--- config.mk ---
export PLATFORM = sky130hd
export DESIGN_NAME = instr_fetch_unit
export DESIGN_NICKNAME = d
export VERILOG_FILES = /design/src/rtl/instr_fetch_unit.sv
export SDC_FILE = /design/constraint.sdc
export NUM_CORES = 1
export LEC_CHECK = 0
export ABC_CLOCK_PERIOD_IN_PS = 5500
export BUFFER_PORTS_ARGS = -buffer_cell sky130_fd_sc_hd__buf_2
export CAP_MARGIN = 30
export CELL_PAD_IN_SITES_DETAIL_PLACEMENT = 1
export CELL_PAD_IN_SITES_GLOBAL_PLACEMENT = 1
export CORE_MARGIN = 3
export CORE_UTILIZATION = 38
export DETAILED_ROUTE_END_ITERATION = 8
export GPL_TIMING_DRIVEN = 1
export PLACE_DENSITY_LB_ADDON = 0.1
export SLEW_MARGIN = 20
export SYNTH_ARGS = -nofsm -noshare
export SYNTH_HDL_FRONTEND = slang
export SYNTH_SLANG_ARGS = --single-unit
--- constraint.sdc ---
create_clock -name clk -period 5.5 [get_ports clk]
set_input_delay 1.1 -clock clk [delete_from_list [all_inputs] [get_ports clk]]
set_output_delay 1.1 -clock clk [all_outputs]
set_load 0.01 [all_outputs]
--- src/rtl/instr_fetch_unit.sv ---
// Instruction fetch stage: PC register, req/ack imem fetch, next-PC select.
// Optional IFU_ALIGN_CHECK_EN traps misaligned next PCs into a sticky FAULT state.
module instr_fetch_unit #(
  parameter logic [31:0] RESET_PC = 32'h0000_3000
) (
  input  logic        clk,
  input  logic        rst,
  output logic        imem_req,
  output logic [31:0] imem_addr,
  input  logic [31:0] imem_rdata,
  input  logic        imem_ack,
  output logic [31:0] instr,
  output logic [5:0]  opcode,
  output logic [5:0]  func,
  output logic        instr_valid,
  input  logic        instr_done,
  input  logic        branch,
  input  logic        zero,
  input  logic        jal,
  input  logic        jr,
  input  logic [31:0] rs_data,
  output logic [31:0] pc,
  output logic [31:0] pc_plus4,
  output logic        fault
);

  typedef enum logic [1:0] {IDLE, REQ, VALID, FAULT} state_t;

  state_t      state;
  logic [31:0] sel_pc;
  logic [31:0] next_pc;

  assign imem_addr = pc;
  assign opcode    = instr[31:26];
  assign func      = instr[5:0];
  assign pc_plus4  = pc + 32'd4;

  // jr must beat jal: control raises both for a jr instruction
  always_comb begin
    sel_pc = pc_plus4;
    if (jr)
      sel_pc = rs_data;
    else if (jal)
      sel_pc = {pc_plus4[31:28], instr[25:0], 2'b00};
    else if (branch && zero)
      sel_pc = pc_plus4 + {{14{instr[15]}}, instr[15:0], 2'b00};
  end

`ifdef IFU_ALIGN_CHECK_EN
  assign next_pc = sel_pc;
`else
  assign next_pc = sel_pc & 32'hFFFF_FFFC;
  assign fault   = 1'b0;
`endif

  always_ff @(posedge clk) begin
    if (rst) begin
      state       <= IDLE;
      pc          <= RESET_PC;
      instr       <= '0;
      imem_req    <= 1'b0;
      instr_valid <= 1'b0;
`ifdef IFU_ALIGN_CHECK_EN
      fault       <= 1'b0;
`endif
    end else begin
      case (state)
        IDLE: begin
          state    <= REQ;
          imem_req <= 1'b1;
        end
        REQ: begin
          if (imem_ack) begin
            instr       <= imem_rdata;
            imem_req    <= 1'b0;
            instr_valid <= 1'b1;
            state       <= VALID;
          end
        end
        VALID: begin
          if (instr_done) begin
            instr_valid <= 1'b0;
`ifdef IFU_ALIGN_CHECK_EN
            if (next_pc[1:0] != 2'b00) begin
              state <= FAULT;
              fault <= 1'b1;
            end else
`endif
            begin
              pc       <= next_pc;
              imem_req <= 1'b1;
              state    <= REQ;
            end
          end
        end
        FAULT: ;
        default: state <= IDLE;
      endcase
    end
  end

endmodule

==> summary.md <==
| Metric | Value |
|---|---|
| Clock buffer depth | `2` |
| Critical path peak fanout | `7` |
| Worst Clk Skew | `around 0.012 ns` |
| Synthesized cell area | `0.00563 sq mm` |
| H-tree depth | `3` |
| Worst min path class | `flip-flop to flip-flop` |
| First-pass GRT wire length | `between 30000 and 40000 um` |
| Wirelength, routed | `22600 um` |
| Layout area overhead | `20.2%` |
| Buffers added on ports | `a little over 200` |
| Vias | `6317` |
| DR iter-0 viols | `339` |
| Post CTS Setup Buffer Count | `0` |
| Register area | `0.00130 sq mm` |
| Clock root buffer | `clkbuf_16` |
| Pwr per Cell Area | `210 mW/mm^2` |
| Top FF cell, synth | `dfxtp_1` |
| Reg clk slew, reported paths | `0.06 ns` |
| Final ANT Viol Nets | `0` |
| Fin. max-slew vios | `0` |
| Die ar. | `0.0163 sq mm` |
| RSZ-0062 raised after global routing | `false` |
| Finished Cell Area | `0.00677 sq mm` |
| VDD IR max | `126 uV` |
| Tmin final | `4.36 ns` |
| Initial Util | `39.6%` |
| Crit Path Class | `flip-flop to flip-flop` |
| Hpwl dp | `17400 um` |
| Maxcap violations | `0` |
| Final period util | `79.2%` |
| Top cell type by total area after synthesis | `dfxtp_1` |
| Synthesized area per cell | `7.33 sq um` |
| Hold-fix buffers, CTS | `0` |
| Most frequent cells in the layout | `205 x buf_2, 122 x nand2_1, 90 x a21oi_1` |
| Die W | `approximately 130 um` |
| DRC | `0` |
| Placed insts | `roughly 1100` |
| Sequential cell area fraction in the yosys report | `23.1%` |
| Commonest non-fill, non-tap cell in the layout | `buf_2` |
| Worst slew pin tran | `0.834 ns` |
| FF-to-FF path depth | `15` |
| CP required | `~5.7 ns` |
| Gate Count Post-Synth | `between 700 and 800` |
| Startpoint Class | `flip-flop` |
| Sink Count | `65` |
| Via/cell ratio | `between 5 and 6` |
| NumNets Final | `1018` |
| Reg2Reg Setup Slack | `1.14 ns` |
| Synthesis-stage register bit count | `65` |
| Final weighted congestion in routability-driven placement | `0.856` |
| Cell row count | `43` |
| Pin count of the biggest net entering global routing | `68` |
| Final Hold Viols | `0` |
| Final setup vio count | `0` |
| Hold path depth | `2` |
| I/O Pins | `between 200 and 250` |
| Total core area | `0.0142 sq mm` |
| Cts repair resizes | `0` |
| Largest cells by area after synthesis | `dfxtp_1 23%, nand2_1 8.1%, a21oi_1 8.0%` |
| Later-pin clock latency in the skew report | `between 0.3 and 0.4 ns` |
| Outcome | `completed` |
| Vias in the first global route | `6572` |
| Worst hold slack | `0.467 ns` |
| Area of the multi-input gates | `0.00378 sq mm` |
| Initial antenna violation count | `1` |
| CTS tree | `done` |
| Final-layout fill cell count | `1872` |
| Layout cells sized above 1 | `between 20% and 30%` |
| Pleak | `3.29 nW` |
| Setup TNS Final | `0 ns` |
| YS warnings | `0` |
| Yosys top cell area share | `23.1%` |
| Layout Cells excl Fill | `between 1000 and 1500` |
| Total CTS buffers | `9` |
| CP Data Arrival Time | `4.58 ns` |
| Antenna diodes | `0` |
| Total GRT Usage | `27.2%` |
| Post-synth EDFFs | `0` |
| CP Capture Type | `flip-flop` |
| Drt wl/cell | `20.7 um` |
| Fmax | `roughly 0.23 GHz` |
| Worst slew margin | `~44%` |
| Placed Area | `0.00646 sq mm` |
| Die Height | `128 um` |
| Grt ovf | `0` |
| Yosys cell types | `69` |
| Drt first pass iters | `5` |
| Post-synthesis async set-or-reset flop share | `0%` |
[power breakdown]
group	total [mW]	internal, mW	leakage [nW]	switching (mW)
combinational	0.273	0.102	2.61	0.170
sequential	0.520	0.490	0.528	0.0300
clock	0.625	0.395	0.149	0.231
[worst max-delay path, stage by stage, from the launching register on]
cell	delay (ns)
dfxtp_1	0.46
ha_1	0.24
nand3_1	0.22
nor4_1	0.38
buf_4	0.21
nand3_1	0.09
xnor2_1	0.44
ha_1	0.42
nand2_1	0.18
o21ai_0	0.17
or2_2	0.32
a211oi_1	0.39
o31ai_1	0.21
xor2_1	0.17
nor3_1	0.19
o21ai_0	0.12
[cell families (layout without fill, tap and decap cells)]
kind of cell    after synthesis  in the layout  share of synthesized area [%]
fa+ha+maj                    37             37                           8.35
simple gates                275            275                           23.1
flops                        65             65                           23.1
other cells                   1              7                         0.0666
xor+xnor                     48             48                           7.80
compound gates              232            232                           26.5
buf+inv                     105            244                           10.3
mux                           5              5                          0.889
[Yosys cell counts, types with 4 or more instances]
library cell  instances
nor2_1               51
xor2_1               23
dfxtp_1              65
mux2i_1               5
or2_2                 4
xnor2_1              24
a21oi_1              90
and2_1                6
nand3_1              22
buf_4                49
nand2b_1              4
and3_1               12
o21ai_0              38
o22ai_1               6
nand4_1              11
o21bai_1              4
a31oi_1               4
a211oi_1             18
inv_1                12
o21a_1                5
a21o_1               10
nor3_1               17
clkbuf_1             39
nand2_1             122
o211ai_1             12
o31ai_1               5
ha_1                 36
nor4_1                6
or3_1                 5
o221ai_1              4
[final timing paths]
path	to	startpoint
worst max-delay path	imem_addr[30]$_SDFFE_PP0P_	imem_addr[2]$_SDFFE_PP0P_
worst min-delay path	instr[31]$_SDFFE_PP0P_	instr[31]$_SDFFE_PP0P_
worst max register to register	imem_addr[30]$_SDFFE_PP0P_	imem_addr[2]$_SDFFE_PP0P_
worst min register to register	instr[31]$_SDFFE_PP0P_	instr[31]$_SDFFE_PP0P_
[cell type report]
class	count	share of cell area, %
inverter	14	0.776
clock buffer	10	3.38
clock inverter	5	1.20
tap	180	3.33
sequential	65	19.2
timing repair buffer	215	16.3
multi-input combinational	604	55.8
[sequential cells by signal, summed over array words and instances (netlist names)]
name	cells
imem_addr	30
instr	32
instr_valid	1
state	2
[metal layers]
| layer | wire (um) | GRT usage, % |
|---|---|---|
| met1 | 10300 | 36.8 |
| met2 | 10500 | 44.1 |
| met3 | 1450 | 5.88 |
| met4 | 399 | 7.37 |
| met5 | 9 | 0 |
[through the flow]
| step | setup slack, ns | utilization [%] | power (mW) |
|---|---|---|---|
| 3_5_place_dp | 1.30 | 45.5 | 0.801 |
| 2_1_floorplan | 1.53 | - | 0.698 |
| 6_report | 1.14 | 47.6 | 1.42 |
| 5_1_grt | 0.947 | 47.6 | 1.47 |
| 4_1_cts | 1.25 | 47.6 | 1.42 |
| 3_3_place_gp | 1.38 | 45.5 | 0.790 |
Power figures use the tool's default switching activity.
